[config.mk]
export PLATFORM = sky130hd
export DESIGN_NAME = pixel_index_fetch
export DESIGN_NICKNAME = d
export VERILOG_FILES = /design/src/rtl/osu_gfx_pkg.sv /design/src/rtl/pipe_delay.sv /design/src/rtl/pixel_index_fetch.sv
export SDC_FILE = /design/constraint.sdc
export NUM_CORES = 1
export LEC_CHECK = 0
export ABC_AREA = 1
export CORE_ASPECT_RATIO = 1.5
export CORE_MARGIN = 10
export CORE_UTILIZATION = 45
export CTS_BUF_LIST = sky130_fd_sc_hd__clkbuf_8
export CTS_CLUSTER_DIAMETER = 60
export DETAILED_ROUTE_END_ITERATION = 7
export PLACE_DENSITY = 0.84
export SYNTH_ARGS = -nofsm -noshare
export SYNTH_HDL_FRONTEND = slang
export SYNTH_SLANG_ARGS = --single-unit
[constraint.sdc]
create_clock -name Clk -period 1.82 [get_ports Clk]
set_input_delay 0.364 -clock Clk [delete_from_list [all_inputs] [get_ports Clk]]
set_output_delay 0.364 -clock Clk [all_outputs]
set_load 0.01 [all_outputs]
[src/rtl/osu_gfx_pkg.sv]
// Shared screen geometry, colour index type and address helper for the
// palette-lookup front end.
package osu_gfx_pkg;

  localparam int SCREEN_W = 640;
  localparam int SCREEN_H = 480;

  typedef logic [3:0] pix_idx_t;

  localparam pix_idx_t TRANSP_IDX_DEF = 4'h0;

  // by*40 + bx/8 using two shifts and adds; 40 words of 8 px per background row
  function automatic logic [13:0] bg_word_addr(input logic [8:0] by, input logic [8:0] bx);
    logic [13:0] by_w;
    by_w = {5'b0, by};
    return (by_w << 5) + (by_w << 3) + {8'b0, bx[8:3]};
  endfunction

endpackage

[src/rtl/pipe_delay.sv]
// Fixed-length shift register with a parameterised reset value, used to carry
// syncs and sideband bits alongside memory reads.
module pipe_delay #(
  parameter int W = 1,
  parameter int N = 1,
  parameter logic [W-1:0] RST_VAL = '0
) (
  input  logic         clk,
  input  logic         rst_n,
  input  logic [W-1:0] din,
  output logic [W-1:0] dout
);

  logic [W-1:0] stage [N];

  always_ff @(posedge clk or negedge rst_n) begin
    if (!rst_n) begin
      for (int i = 0; i < N; i++) stage[i] <= RST_VAL;
    end else begin
      stage[0] <= din;
      for (int i = 1; i < N; i++) stage[i] <= stage[i-1];
    end
  end

  assign dout = stage[N-1];

endmodule

[src/rtl/pixel_index_fetch.sv]
// Turns the scan position into a 4-bit palette index, compositing a 64x64 sprite
// over a 2x-upscaled 4bpp background, with syncs delayed to stay pixel-aligned.
module pixel_index_fetch
  import osu_gfx_pkg::*;
#(
  parameter int       BG_W       = 320,
  parameter int       RD_LAT     = 2,
  parameter int       SPR_SIZE   = 64,
  parameter pix_idx_t TRANSP_IDX = TRANSP_IDX_DEF
) (
  input  logic        Clk,
  input  logic        reset_n,
  input  logic [9:0]  drawX,
  input  logic [9:0]  drawY,
  input  logic        vde_in,
  input  logic        hsync_in,
  input  logic        vsync_in,
  input  logic [9:0]  spr_x,
  input  logic [9:0]  spr_y,
  input  logic        spr_en,
  output logic [13:0] bg_addr,
  input  logic [31:0] bg_rdata,
  output logic [11:0] spr_addr,
  input  logic [3:0]  spr_rdata,
  output logic [3:0]  index,
  output logic        bgd_en,
  output logic        vde_out,
  output logic        hsync_out,
  output logic        vsync_out
);

  localparam int L  = RD_LAT + 2;
  localparam int SB = $clog2(SPR_SIZE);

  logic       vs_prev;
  logic [9:0] spr_x_s, spr_y_s;
  logic       spr_en_s;

  // Sprite position is latched only at frame start so a moving sprite never tears
  always_ff @(posedge Clk or negedge reset_n) begin
    if (!reset_n) begin
      vs_prev  <= 1'b1;
      spr_x_s  <= '0;
      spr_y_s  <= '0;
      spr_en_s <= 1'b0;
    end else begin
      vs_prev <= vsync_in;
      if (vs_prev && !vsync_in) begin
        spr_x_s  <= spr_x;
        spr_y_s  <= spr_y;
        spr_en_s <= spr_en;
      end
    end
  end

  logic          blank, in_x, in_y, hit;
  logic [SB-1:0] dx, dy;

  // 11-bit compares so a box near the right/bottom edge cannot wrap around
  always_comb begin
    blank = !vde_in || (drawX >= 10'(2 * BG_W));
    in_x  = ({1'b0, drawX} >= {1'b0, spr_x_s}) &&
            ({1'b0, drawX} <  ({1'b0, spr_x_s} + 11'(SPR_SIZE)));
    in_y  = ({1'b0, drawY} >= {1'b0, spr_y_s}) &&
            ({1'b0, drawY} <  ({1'b0, spr_y_s} + 11'(SPR_SIZE)));
    hit   = spr_en_s && in_x && in_y && !blank;
    dx    = drawX[SB-1:0] - spr_x_s[SB-1:0];
    dy    = drawY[SB-1:0] - spr_y_s[SB-1:0];
  end

  logic [2:0] nib_sel_a, nib_sel_b;
  logic       hit_a, hit_b, blank_a, blank_b;

  // Blank resets high so the outputs stay dark until real pixels reach stage C
  always_ff @(posedge Clk or negedge reset_n) begin
    if (!reset_n) begin
      bg_addr   <= '0;
      spr_addr  <= '0;
      nib_sel_a <= '0;
      hit_a     <= 1'b0;
      blank_a   <= 1'b1;
    end else begin
      bg_addr   <= blank ? 14'd0 : bg_word_addr(drawY[9:1], drawX[9:1]);
      spr_addr  <= hit ? 12'({dy, dx}) : 12'd0;
      nib_sel_a <= drawX[3:1];
      hit_a     <= hit;
      blank_a   <= blank;
    end
  end

  pipe_delay #(.W(5), .N(RD_LAT), .RST_VAL(5'b00001)) u_side (
    .clk   (Clk),
    .rst_n (reset_n),
    .din   ({nib_sel_a, hit_a, blank_a}),
    .dout  ({nib_sel_b, hit_b, blank_b})
  );

  pipe_delay #(.W(3), .N(L), .RST_VAL(3'b011)) u_sync (
    .clk   (Clk),
    .rst_n (reset_n),
    .din   ({vde_in, hsync_in, vsync_in}),
    .dout  ({vde_out, hsync_out, vsync_out})
  );

  always_ff @(posedge Clk or negedge reset_n) begin
    if (!reset_n) begin
      index  <= '0;
      bgd_en <= 1'b0;
    end else if (blank_b) begin
      index  <= '0;
      bgd_en <= 1'b0;
    end else if (hit_b && (spr_rdata != TRANSP_IDX)) begin
      index  <= spr_rdata;
      bgd_en <= 1'b0;
    end else begin
      index  <= bg_rdata[4*nib_sel_b +: 4];
      bgd_en <= 1'b1;
    end
  end

endmodule

==> results.sh <==
export IMPL_finalHoldViolations=0
export IMPL_synth_distinct_cells=38
export IMPL_yosys_area_share_adder=0.155
export IMPL_cap_violations=0
export IMPL_layout_setup_ws_ps=-165
export IMPL_fin_skew_ps=12.0
export IMPL_die_x_um=100
export IMPL_grt_max_degree=42
export IMPL_layout_drive_gt1_share=0.259
export IMPL_dp_slack_ps=-836
export IMPL_num_vias=4018
export IMPL_synth_compound_area_share=0.120
export IMPL_drc=0
export IMPL_grt_pass1_wl_mm=20.1
export IMPL_synth_seq_cells=79
export IMPL_syn_avg_cell_area_um2=9.12
export IMPL_insertion_delay_ps=370
export IMPL_cts_tree="built"
export IMPL_final_max_slew_viol_count=0
export IMPL_n_antenna_cell=0
export IMPL_worstPathRequired_ps=2120
export IMPL_crit_arrival_ps=2280
export IMPL_crit_fanout=12
export IMPL_final_area_um2=6640
export IMPL_fin_crit_sh=1.09
export IMPL_grt_overflow=0
export IMPL_holdPathEnd="u_sync.dout[2]"
export IMPL_grt_pass1_vias=4335
export IMPL_synth_top_family_by_area="simple AND/OR/NAND/NOR gates"
export IMPL_peakVddDrop_uv=443
export IMPL_synth_edff_count=0
export IMPL_criticalPathCategory="reg -> reg"
export IMPL_drtAntennaViolNets=0
export IMPL_regToRegSetupSlack_ps=-160
export IMPL_synthesis_nets=607
export IMPL_placed_area_um2=6160
export IMPL_slew_headroom=0.777
export IMPL_grt_util_all_layers=0.177
export IMPL_num_rows=43
export IMPL_cts_max_level=3
export IMPL_crit_path_end_kind="register"
export IMPL_clockBufferDepth=2
export IMPL_period_minus_slack_ps=1980
export IMPL_num_io_pins=116
export IMPL_tns_ps=-1790
export IMPL_final_nets=796
export IMPL_setup_violations=13
export IMPL_numCtsBuffers=9
export IMPL_tightestPinTransition_ps=334
export IMPL_synth_xor_area_share=0.0263
export IMPL_drt_vias_per_instance=5.15
export IMPL_hp_start="u_sync.stage[5]"
export IMPL_area_growth_pct=53.6
export IMPL_async_reset_ff_frac=1.00
export IMPL_drtIter0Drc=99
export IMPL_place_hpwl_mm=9.55
export IMPL_synth_mux_area_frac=0.00521
export IMPL_p_leak_nw=3.25
export IMPL_r2r_end="spr_addr[10]"
export IMPL_synth_warnings=0
export IMPL_status="finished, violations left"
export IMPL_power_density_nw_per_um2=759
export IMPL_netlist_area_um2=4320
export IMPL_clock_root_buffer="clkbuf_8"
export IMPL_synth_simple_area_share=0.162
export IMPL_whs_ps=352
export IMPL_yosysSeqAreaShare=0.460
export IMPL_wl_per_cell_um=16.3
export IMPL_core_um2=9310
export IMPL_initial_core_util=0.465
export IMPL_path_clk_slew_ps=80
export IMPL_postSynthCellCount=474
export IMPL_fmax_mhz=504
export IMPL_rsz0062_at_grt="true"
export IMPL_dr_pass1_iters=4
export IMPL_violations="negative setup slack"
export IMPL_finalWeightedCongestion=0.861
export IMPL_wl_mm=12.7
export IMPL_r2r_start="spr_x_s[7]"
export IMPL_final_cell_mix="101 x clkdlybuf4s50_1, 68 x dfrtp_1, 68 x buf_4"
export IMPL_min_path_cells=0
export IMPL_io_buffers=115
export IMPL_grt_antenna_before_repair=0
export IMPL_reg2regPathDepth=12
export IMPL_die_h_um=140
export IMPL_layout_commonest_cell="clkdlybuf4s50_1"
export IMPL_hp_class="reg -> reg"
export IMPL_die_area_um2=14000
export IMPL_synth_ff_type="dfrtp_1"
export IMPL_numClockSinks=79
export IMPL_cp_start_kind="register"
## area by class of cell
| cell class | count | area, um2 |
|---|---|---|
| repair buffers | 186 | 1730 |
| inverters | 71 | 282 |
| clock inverters | 7 | 77.6 |
| flip-flops and latches | 79 | 1990 |
| clock buffers | 9 | 124 |
| multi-input cells | 316 | 2300 |
| well taps | 112 | 140 |
| fillers | 631 | 2670 |
## state kept, by name, indices dropped and copies added, names as in the netlist
register and cells:
u_sync.dout 3, u_side.stage 5, index 4, spr_x_s 10, hit_a 1, u_side.dout 5, spr_en_s 1, u_sync.stage 9
spr_y_s 10, nib_sel_a 3, bg_addr 14, blank_a 1, spr_addr 12, bgd_en 1
## routing by layer
metal	wire length [um]	global-route usage	part of all wire
met1	4510	0.174	0.35
met2	7150	0.336	0.56
met4	358	0.0843	0.028
met5	0	0	0
met3	702	0.0384	0.055
## logic make-up (layout without fill, tap and decap cells)
group,Yosys count,after routing
adder cells (fa/ha/maj),51,51
flip-flops,79,79
AO/OA/AOI/OAI,90,90
AND/OR/NAND/NOR,160,160
buffers and inverters,79,273
multiplexers,2,2
XOR/XNOR,13,13
## how the worst max path moves through the flow
stage | endpoint | cells after the start | start | slack, ps
after floorplan | bg_addr[12] | 9 | drawY[3] | -60
after global placement | bg_addr[12] | 11 | drawY[3] | -790
after detailed placement | bg_addr[12] | 11 | drawY[3] | -840
after CTS | spr_addr[7] | 12 | spr_x_s[7] | -140
after global routing | spr_addr[1] | 12 | spr_x_s[7] | -300
final | spr_addr[10] | 12 | spr_x_s[7] | -160
## critical path, stage by stage, from the launching register on
cell	delay (ps)
dfrtp_1	390
ha_2	210
xnor2_2	140
ha_1	300
a21o_1	170
nand2_1	60
nand2_1	50
nor2_2	70
nand2_1	60
nor2_2	110
nand3_2	100
buf_12	170
nor2_2	90
## stage by stage
step                      cells  utilization  total power, W
after CTS                   778        0.700         0.00497
final                       780        0.714         0.00504
after global routing        780        0.714         0.00533
after detailed placement    759        0.662         0.00354
after global placement      759        0.662         0.00346
after floorplan             474            -         0.00276
## synthesized netlist by cell type (3+ instances only)
| cell type | n | share of area |
|---|---|---|
| a31oi_1 | 4 | 0.0058 |
| inv_1 | 67 | 0.058 |
| nand2_1 | 53 | 0.046 |
| a21oi_1 | 40 | 0.046 |
| dfstp_2 | 11 | 0.067 |
| fa_1 | 4 | 0.019 |
| dfrtp_1 | 68 | 0.39 |
| o221ai_1 | 6 | 0.012 |
| inv_2 | 4 | 0.0035 |
| xor2_1 | 6 | 0.012 |
| xnor2_1 | 7 | 0.014 |
| o21ai_1 | 11 | 0.013 |
| clkbuf_1 | 4 | 0.0035 |
| o21ai_0 | 13 | 0.015 |
| nor2_1 | 67 | 0.058 |
| a21o_1 | 4 | 0.0069 |
| nand3_1 | 17 | 0.020 |
| nand4_1 | 5 | 0.0072 |
| nor2_2 | 10 | 0.014 |
| ha_1 | 47 | 0.14 |
| buf_2 | 3 | 0.0035 |
## power by group
group / leakage, nW / internal [W] / switching (W) / total (W)
Clock: 0.101 / 0.000647 / 0.000694 / 0.00134
Combinational: 2.19 / 0.000900 / 0.000849 / 0.00175
Sequential: 0.959 / 0.00189 / 0.0000601 / 0.00195
Total: 3.25 / 0.00344 / 0.00160 / 0.00504
## what timing repair did
action                                 in CTS  in global routing
setup endpoints to repair                  22                 21
endpoints found under the hold margin       9                  0
pin swaps                                  14                 16
buffers inserted                            2                  2
resized for setup                          49                 32
hold buffers                                1                  0
Power figures use the tool's default switching activity.
